--- src/rtl/alu_disp_pkg.sv ---
// Shared constants and types for the ALU result seven-segment display.
package alu_disp_pkg;

    localparam int NUM_DIGITS = 4;

    // Active-low {g,f,e,d,c,b,a}; all segments dark.
    localparam logic [6:0] SEG_BLANK = 7'b1111111;

    // Hex glyph table, entry i holds the pattern for hex digit i.
    localparam logic [15:0][6:0] HEX_SEG = {
        7'b0001110,  // F
        7'b0000110,  // E
        7'b0100001,  // d
        7'b1000110,  // C
        7'b0000011,  // b
        7'b0001000,  // A
        7'b0010000,  // 9
        7'b0000000,  // 8
        7'b1111000,  // 7
        7'b0000010,  // 6
        7'b0010010,  // 5
        7'b0011001,  // 4
        7'b0110000,  // 3
        7'b0100100,  // 2
        7'b1111001,  // 1
        7'b1000000   // 0
    };

    // Frozen copy of the upstream ALU outputs.
    typedef struct packed {
        logic [7:0] res;
        logic       zero;
        logic       cout;
    } hold_t;

endpackage

--- src/rtl/alu_seg_display_hex7seg.sv ---
// Combinational hex nibble to active-low seven-segment decoder.
module hex7seg
    import alu_disp_pkg::*;
(
    input  logic [3:0] hex,
    output logic [6:0] seg
);

    assign seg = HEX_SEG[hex];

endmodule

--- src/rtl/alu_seg_display.sv ---
// Captures or tracks an 8-bit ALU result and scans it across a
// 4-digit multiplexed seven-segment display:
// digit 0/1 = result nibbles, digit 2 = Cout, digit 3 = Zero.
module alu_seg_display
    import alu_disp_pkg::*;
#(
    parameter int REFRESH_DIV = 100000,
    parameter int SYNC_STAGES = 2
) (
    input  logic                  clk,
    input  logic                  rst_n,
    input  logic [7:0]            alu_result,
    input  logic                  alu_zero,
    input  logic                  alu_cout,
    input  logic                  capture_btn,
    input  logic                  live,
    output logic [6:0]            seg,
    output logic [NUM_DIGITS-1:0] an,
    output logic                  dp,
    output logic                  held_valid
);

    localparam int               CNT_W   = (REFRESH_DIV > 1) ? $clog2(REFRESH_DIV) : 1;
    localparam logic [CNT_W-1:0] CNT_MAX = CNT_W'(REFRESH_DIV - 1);

    logic [SYNC_STAGES-1:0] btn_sync;
    logic [SYNC_STAGES-1:0] live_sync;
    logic                   btn_prev;
    logic                   btn_s;
    logic                   live_on;
    logic                   capture_pulse;
    logic                   load;
    hold_t                  hold_q;
    logic [CNT_W-1:0]       refresh_cnt;
    logic                   wrap;
    logic [1:0]             digit_idx;
    logic [3:0]             nibble;
    logic [6:0]             hex_seg;
    logic [6:0]             seg_next;
    logic [NUM_DIGITS-1:0]  an_next;
    logic                   dp_next;

    // Two-flop (SYNC_STAGES-deep) synchronizers for the raw button and switch.
    // NOTE: every register here uses non-blocking assignments so all flops
    // sample pre-edge values; blocking ones would collapse the chain.
    always_ff @(posedge clk or negedge rst_n) begin
        if (!rst_n) begin
            btn_sync  <= '0;
            live_sync <= '0;
        end else begin
            btn_sync[0]  <= capture_btn;
            live_sync[0] <= live;
            for (int i = 1; i < SYNC_STAGES; i++) begin
                btn_sync[i]  <= btn_sync[i-1];
                live_sync[i] <= live_sync[i-1];
            end
        end
    end

    assign btn_s         = btn_sync[SYNC_STAGES-1];
    assign live_on       = live_sync[SYNC_STAGES-1];
    assign capture_pulse = btn_s & ~btn_prev;
    assign load          = live_on | capture_pulse;

    // Rising-edge detector: a held button yields a single capture pulse.
    always_ff @(posedge clk or negedge rst_n) begin
        if (!rst_n) btn_prev <= 1'b0;
        else        btn_prev <= btn_s;
    end

    // Hold registers load on a capture pulse or every cycle in live mode.
    // NOTE: the hold registers are plain flops, so they are cleared by reset
    // to guarantee stale data is discarded; no RAM is involved.
    always_ff @(posedge clk or negedge rst_n) begin
        if (!rst_n) begin
            hold_q     <= '0;
            held_valid <= 1'b0;
        end else if (load) begin
            hold_q     <= '{res: alu_result, zero: alu_zero, cout: alu_cout};
            held_valid <= 1'b1;
        end
    end

    assign wrap = (refresh_cnt == CNT_MAX);

    // Refresh divider and digit index; the index advances on each wrap.
    always_ff @(posedge clk or negedge rst_n) begin
        if (!rst_n) begin
            refresh_cnt <= '0;
            digit_idx   <= '0;
        end else begin
            refresh_cnt <= wrap ? '0 : refresh_cnt + 1'b1;
            if (wrap) digit_idx <= digit_idx + 1'b1;
        end
    end

    // Digit mux: pick the nibble (or flag) to show on the current digit.
    // NOTE: defaults are assigned first so no path leaves a variable unset,
    // which would otherwise infer a latch.
    always_comb begin
        nibble = 4'h0;
        case (digit_idx)
            2'd0:    nibble = hold_q.res[3:0];
            2'd1:    nibble = hold_q.res[7:4];
            2'd2:    nibble = {3'b000, hold_q.cout};
            default: nibble = {3'b000, hold_q.zero};
        endcase
    end

    hex7seg u_hex7seg (
        .hex (nibble),
        .seg (hex_seg)
    );

    // Next display values; dp marks digit 0 only while valid data is frozen.
    always_comb begin
        seg_next = held_valid ? hex_seg : SEG_BLANK;
        an_next  = ~(NUM_DIGITS'(1) << digit_idx);
        dp_next  = ~((digit_idx == 2'd0) & held_valid & ~live_on);
    end

    // Output register: seg, an and dp always change together.
    always_ff @(posedge clk or negedge rst_n) begin
        if (!rst_n) begin
            seg <= SEG_BLANK;
            an  <= 4'b1110;
            dp  <= 1'b1;
        end else begin
            seg <= seg_next;
            an  <= an_next;
            dp  <= dp_next;
        end
    end

endmodule

--- config.mk ---
export PLATFORM = sky130hd
export DESIGN_NAME = alu_seg_display
export DESIGN_NICKNAME = d
export VERILOG_FILES = /design/src/rtl/alu_disp_pkg.sv /design/src/rtl/alu_seg_display_hex7seg.sv /design/src/rtl/alu_seg_display.sv
export SDC_FILE = /design/constraint.sdc
export NUM_CORES = 1
export LEC_CHECK = 0
export BUFFER_PORTS_ARGS = -buffer_cell sky130_fd_sc_hd__buf_4
export CORE_MARGIN = 2
export CORE_UTILIZATION = 50
export DETAILED_ROUTE_END_ITERATION = 8
export PLACE_DENSITY = 0.75
export SYNTH_ARGS = -nofsm -noshare
export SYNTH_HDL_FRONTEND = slang
export SYNTH_SLANG_ARGS = --single-unit
--- constraint.sdc ---
create_clock -name clk -period 2.8 [get_ports clk]
set_clock_uncertainty 0.1 [all_clocks]
set_input_delay 0.42 -clock clk [delete_from_list [all_inputs] [get_ports clk]]
set_output_delay 0.42 -clock clk [all_outputs]
set_load 0.02 [all_outputs]
==> results of run 1 <==
## cells by family (layout without fill, tap and decap cells)
logic type               after synthesis  count (layout)  share of synthesized area, %
XOR/XNOR                              15              15                          6.10
adder cells (fa/ha/maj)               12              12                          6.97
AO/OA/AOI/OAI                         20              20                          6.62
flip-flops                            47              47                          55.3
AND/OR/NAND/NOR                       52              52                          14.0
multiplexers                          13              13                          7.26
buffers and inverters                 19              49                          3.78
## Yosys cell counts (2+ instances only)
cell / n
buf_2: 2
nand2_1: 6
a22oi_1: 3
nand4_1: 4
a21oi_1: 3
nor3_1: 2
xnor2_1: 5
xor2_1: 10
o221ai_1: 2
mux2_2: 11
nor2_1: 9
clkbuf_1: 2
ha_1: 12
and4_1: 3
dfrtp_1: 36
dfstp_2: 11
o21ai_0: 4
o211ai_1: 2
or2_2: 2
nand2b_1: 2
and3_1: 2
inv_1: 13
a211oi_1: 2
or3_1: 2
nand3_1: 10
## layout by cell type, fill, tap and decap left out, types with 2 or more instances in the layout
| master | synthesis | routed |
|---|---|---|
| a211oi_1 | 2 | 2 |
| a21oi_1 | 3 | 3 |
| a22oi_1 | 3 | 3 |
| and3_1 | 2 | 2 |
| and4_1 | 3 | 3 |
| buf_4 | 0 | 28 |
| clkbuf_1 | 2 | 2 |
| clkbuf_8 | 0 | 5 |
| dfrtp_1 | 36 | 36 |
| dfstp_2 | 11 | 11 |
| ha_1 | 12 | 12 |
| inv_1 | 13 | 13 |
| mux2_2 | 11 | 11 |
| nand2_1 | 6 | 6 |
| nand2b_1 | 2 | 2 |
| nand3_1 | 10 | 10 |
| nand4_1 | 4 | 4 |
| nor2_1 | 9 | 9 |
| nor3_1 | 2 | 2 |
| o211ai_1 | 2 | 2 |
| o21ai_0 | 4 | 3 |
| o221ai_1 | 2 | 2 |
| or2_2 | 2 | 2 |
| or3_1 | 2 | 2 |
| xnor2_1 | 5 | 5 |
| xor2_1 | 10 | 10 |
## flip-flops by register name, summed over array words and instances (netlist names)
signal       cells
an               4
held_valid       1
hold_q          10
digit_idx        2
live_sync        2
btn_prev         1
seg              7
refresh_cnt     17
btn_sync         2
dp               1
## path summary, 6_finish.rpt
kind / startpoint / end / slack, ns / cells past startpoint
hold reg to reg: btn_sync[0] / btn_sync[1] / 0.26 / 0
setup / recovery: digit_idx[0] / seg[3] / 0.31 / 9
hold / removal: rst_n / refresh_cnt[8] / 0.01 / 1
min in group clk: capture_btn / btn_sync[0] / 0.13 / 1
max in group asynchronous: rst_n / dp / 2.20 / 1
setup reg to reg: digit_idx[0] / seg[3] / 0.31 / 9
## per-stage QoR
| step | std cells | hold WS (ns) |
|---|---|---|
| after detailed placement | 250 | 0.237 |
| after global placement | 250 | 0.233 |
| final | 258 | 0.0146 |
| after CTS | 258 | 0.0315 |
| after floorplan | 178 | 0.0244 |
| after global routing | 258 | 0.0515 |
## critical path: cells and delay by family, from the launching register on
kind | cells | cell delay (ns)
mux | 1 | 0.47
simple gates | 2 | 0.26
buf+inv | 2 | 0.24
flops | 1 | 0.41
fa+ha+maj | 2 | 0.55
compound gates | 2 | 0.39
## final cells by class
class	instances	area (µm²)	share of cell area, %
tap	50	62.6	2.50
clock inverter	1	30.0	1.20
inverter	13	48.8	1.95
clock buffer	7	76.3	3.05
timing repair buffer	28	210	8.40
multi-input combinational	112	886	35.4
sequential	47	1190	47.5
## power groups by stage
stage	logic (mW)	registers (mW)	clock network [mW]
2_1_floorplan	0.0823	0.777	0
4_1_cts	0.181	0.743	0.489
5_1_grt	0.199	0.748	0.529
3_5_place_dp	0.180	0.756	0
6_report	0.181	0.743	0.481
3_3_place_gp	0.171	0.755	0
## layer usage
metal / vias to the layer above / global-route usage [%] / routed length, µm
li1: 676 / - / -
met1: 659 / 23.4 / 1680
met2: 51 / 27.2 / 1810
met3: 14 / 3.92 / 196
met4: 0 / 9.62 / 119
met5: - / 0 / 0
==> flow_summary.yaml, run 1 <==
sta:
  tightest_slew_ns: 0.560
  finalWorstSetupSlack_ns: 0.307
  setup_tns_ns: 0
  finalHoldViolCount: 0
  rsz0062_at_grt: "no"
  setup_viol: 0
  final_max_slew_viol_count: 0
  slew_headroom_pct: 62.7
  finalCriticalPeriod_ns: 2.49
  fin_crit_sh_pct: 89.0
  max_freq_ghz: 0.401
floorplanning:
  die_w_um: 69.6
  die_y_um: 69.6
  coreArea_mm2: 0.00409
  die_area_mm2: 0.00485
  ioPinCount: 27
  start_util_pct: 52.7
  rows: 23
synth:
  synth_edf_count: 0
  yosysWarningCount: 0
  synth_top_flop_cell: "dfrtp_1"
  synth_area_leaders: "dfrtp_1 (42%), dfstp_2 (13%), ha_1 (7.0%)"
  synthArstFlopShare_pct: 100
  synth_top_cell_area_share_pct: 41.8
  syn_nets: 204
  syn-mean-instance-area_um2: 12.1
  synth_cell_types: 43
  syn_area_mm2: 0.00215
  synth_seq_cells: 47
  seq_area_frac_synth_pct: 55.3
  yosysTopAreaCell: "dfrtp_1"
  synthCells: 178
route:
  avgRoutedWirePerCell_um: 14.8
  avgViaCountPerCell: 5.43
  drt-initial-drc-count: 108
  drt-pass1-iter-count: 4
  wl_um: 3810
  post-route-drc-count: 0
  num_vias: 1400
  drtAntennaViolNets: 0
grt:
  grt_antenna_before_repair: 0
  grt.overflow.total: 0
  grt_pass1_wl_um: 6780
  grt_pass1_vias: 1422
  grt_max_degree: 48
  grt_usage_pct: 17.7
final_layout:
  n_antenna_cell: 0
  nFillCells: 331
  utilization_pct: 61.3
  syn2layout_area_growth_pct: 16.3
  nets: 233
  drive_gt1_share_pct: 31.3
  stdcell_area_mm2: 0.00250
run:
  drv_cap: 0
critical_path:
  path_cells: "inv_1 -> ha_1 -> a21oi_1 -> nand2_1 -> o21ai_2 -> inv_1 -> ha_1 -> mux4_2 -> nand2b_1"
  crit_path_start_kind: "flop"
  setup.worst_path.end_class: "flop"
  crit_required_ns: 2.92
  critPathMaxFanout: 6
  slowest_stage: "mux4_2"
  arrival_ns: 2.61
  critPathMaxStageDelay_ns: 0.47
  criticalPathCategory: "reg -> reg"
clock_network:
  cts_hold_buf: 0
  cts.path.max_buffers: 2
  htreeDepth: 2
  tritoncts: "built"
  cts_resized: 0
  clkLatencyLatePin_ns: 0.30
  clock-sinks: 47
  cts_root_buf: "clkbuf_8"
  post-cts-setup-buffer-count: 0
  clk_pin_slew_worst_paths_ns: 0.08
  cts-buffers-inserted: 5
power_and_ir_drop:
  swShare_pct: 23.4
  internal_power_mw: 1.08
  p_leak_nw: 1.16
  p_sw_mw: 0.329
  p_clk_share_pct: 34.2
  p_comb_share_pct: 12.9
  p_total_mw: 1.41
  power_density_mw_per_mm2: 561
  power_frac_seq_pct: 52.9
  vdd_drop_max_mv: 0.322
placement:
  postPlaceCellArea_mm2: 0.00239
  dp_hpwl_um: 2720
  numPortBuffers: 26
  pre_cts_ws_ns: 0.153
  routabilityCongestion: 0.834
run_status:
  status: "complete, no violations"
hold_path:
  min_path_type: "in -> async"
Power figures use the tool's default switching activity.
==> run 2, diff against run 1 <==
clock period = 2.6 ns   (was 2.8 ns; I/O delays follow)
==> run 2 against run 1 <==
- global-route usage fell by 0.27 points
- clock power is 6.2% higher
- non-clock buffer count increased by 1
- combinational power increased by 8%
- first-iteration DRC count is 36% lower
- critical path depth shrank 1
- sequential share of layout area fell by 0.40 points
- sequential power grew 7.7%
- power grew 7.3%
- flip-flop and latch count did not move
- count of clock-buffer cells in the layout is the same
- design area increased by 0.85%
==> flow_summary.yaml, run 2 (synthesis results as in run 1) <==
final_layout:
  multi_input_area_um2: 897
  final_cells: 259
  regMostFlops: "refresh_cnt"
  syn2layout_area_growth_pct: 17.3
  largest_reg_flops: 17
  regArea_mm2: 0.00119
  n_antenna_cell: 0
  final_cell_mix: "dfrtp_1 (36), buf_4 (28), inv_1 (13)"
  nets: 234
  utilization_pct: 61.8
  final_common_cell: "dfrtp_1"
  nFillCells: 336
  drive_gt1_share_pct: 32.5
  stdcell_area_mm2: 0.00252
  top_regs: "refresh_cnt: 17 flops, hold_q: 10 flops, seg: 7 flops"
placement:
  routabilityCongestion: 0.835
  numPortBuffers: 26
  pre_cts_ws_ns: -0.00464
  dp.cells: 250
  postPlaceCellArea_mm2: 0.00239
  dp_hpwl_um: 2760
clock_network:
  cts-buffers-inserted: 5
  post-cts-setup-buffer-count: 0
  clkLatencyLatePin_ns: 0.29
  cts.path.max_buffers: 2
  clock-sinks: 47
  cts_root_buf: "clkbuf_8"
  clk_pin_slew_worst_paths_ns: 0.08
  tritoncts: "built"
  htreeDepth: 2
power_and_ir_drop:
  p_sw_mw: 0.346
  swShare_pct: 23.0
  power_frac_seq_pct: 53.1
  p_clk_share_pct: 33.9
  p_leak_nw: 1.16
  p_total_mw: 1.51
  internal_power_mw: 1.16
  p_comb_share_pct: 13.0
  vdd_drop_max_mv: 0.374
  power_density_mw_per_mm2: 597
grt:
  grt_pass1_wl_um: 6750
  grt_antenna_before_repair: 0
  grt_usage_pct: 17.4
  grt_max_degree: 48
  grt.overflow.total: 0
  grt_pass1_vias: 1414
route:
  num_vias: 1412
  drtAntennaViolNets: 0
  avgRoutedWirePerCell_um: 14.6
  avgViaCountPerCell: 5.45
  post-route-drc-count: 0
  wl_um: 3790
  drt-pass1-iter-count: 4
  drt-initial-drc-count: 69
sta:
  rsz0062_at_grt: "no"
  fin_crit_sh_pct: 93.8
  setup_tns_ns: 0
  hold_ws_ns: 0.0965
  finalCriticalPeriod_ns: 2.44
  finalWorstSetupSlack_ns: 0.160
  slew_headroom_pct: 62.6
  max_freq_ghz: 0.410
  final_max_slew_viol_count: 0
  finalHoldViolCount: 0
  setup_viol: 0
  tightest_slew_ns: 0.560
critical_path:
  crit_path_start_kind: "flop"
  critPathMaxStageDelay_ns: 0.43
  crit_required_ns: 2.71
  r2r_cells: 8
  setup.worst_path.end_class: "flop"
  r2r-end: "seg[3]"
  r2r-start: "digit_idx[0]"
  cp_common_cell: "inv_1"
  path_cells: "inv_1 -> ha_2 -> a22oi_1 -> or2_2 -> ha_1 -> inv_1 -> mux4_2 -> nand2b_1"
  critPathMaxFanout: 6
  slowest_stage: "dfrtp_1"
  criticalPathCategory: "reg -> reg"
  arrival_ns: 2.55
  r2r_slack_ns: 0.16
run_status:
  status: "complete, no violations"
hold_path:
  hold_depth: 1
  holdPathEnd: "btn_sync[0]"
  min_path_type: "in -> reg"
  min-delay-start: "capture_btn"
floorplanning:
  start_util_pct: 52.7
  ioPinCount: 27
  die_area_mm2: 0.00485
  die_y_um: 69.6
  die_w_um: 69.6
  rows: 23
  coreArea_mm2: 0.00409
run:
  drv_cap: 0
run 2: changes by cell type in the layout (fill, tap and decap cells not counted), sizes merged:
| cell | before | now |
|---|---|---|
| dlygate4sd3 | 0 | 1 |
run 2: critical path, delay by kind of cell (launching register included):
family / cells / cell delay, ns
fa+ha+maj: 2 / 0.60
compound gates: 1 / 0.10
flops: 1 / 0.43
buf+inv: 2 / 0.19
simple gates: 2 / 0.50
mux: 1 / 0.43
run 2: power groups by stage:
| stage | sequential, mW | combinational, mW | clock, mW |
|---|---|---|---|
| final | 0.800 | 0.196 | 0.511 |
| after global routing | 0.805 | 0.215 | 0.572 |
| after CTS | 0.800 | 0.196 | 0.528 |
| after detailed placement | 0.814 | 0.194 | 0 |
| after global placement | 0.813 | 0.184 | 0 |
| after floorplan | 0.837 | 0.0886 | 0 |
run 2: repair_timing:
item,in CTS,in global routing
hold buffers,1,0
gates resized for setup,1,4
endpoints found under the setup margin,1,2
hold endpoints to repair,36,0
run 2: area by class of cell:
cell class | count | area share [%]
multi-input combinational | 112 | 35.5
sequential | 47 | 47.1
inverter | 13 | 1.93
timing repair buffer | 29 | 8.72
tap | 50 | 2.48
clock buffer | 7 | 3.02
clock inverter | 1 | 1.19
run 2: how the worst max path moves through the flow:
stage                       startpoint  endpoint  slack [ns]  cells after the start
after global placement    digit_idx[0]    seg[3]        0.19                      9
after floorplan           digit_idx[1]    seg[3]        0.22                      8
after global routing      digit_idx[1]    seg[3]        0.02                      8
after CTS                 digit_idx[0]    seg[3]        0.02                      9
final                     digit_idx[0]    seg[3]        0.16                      8
after detailed placement  digit_idx[1]    seg[3]      -0.005                      7
run 2: per-layer routing:
layer,share of wire [%],track usage [%],vias up
li1,-,-,684
met1,46,23.0,677
met2,48,27.2,47
met3,5.1,5.23,4
met4,0.71,6.62,0
met5,0,0,-
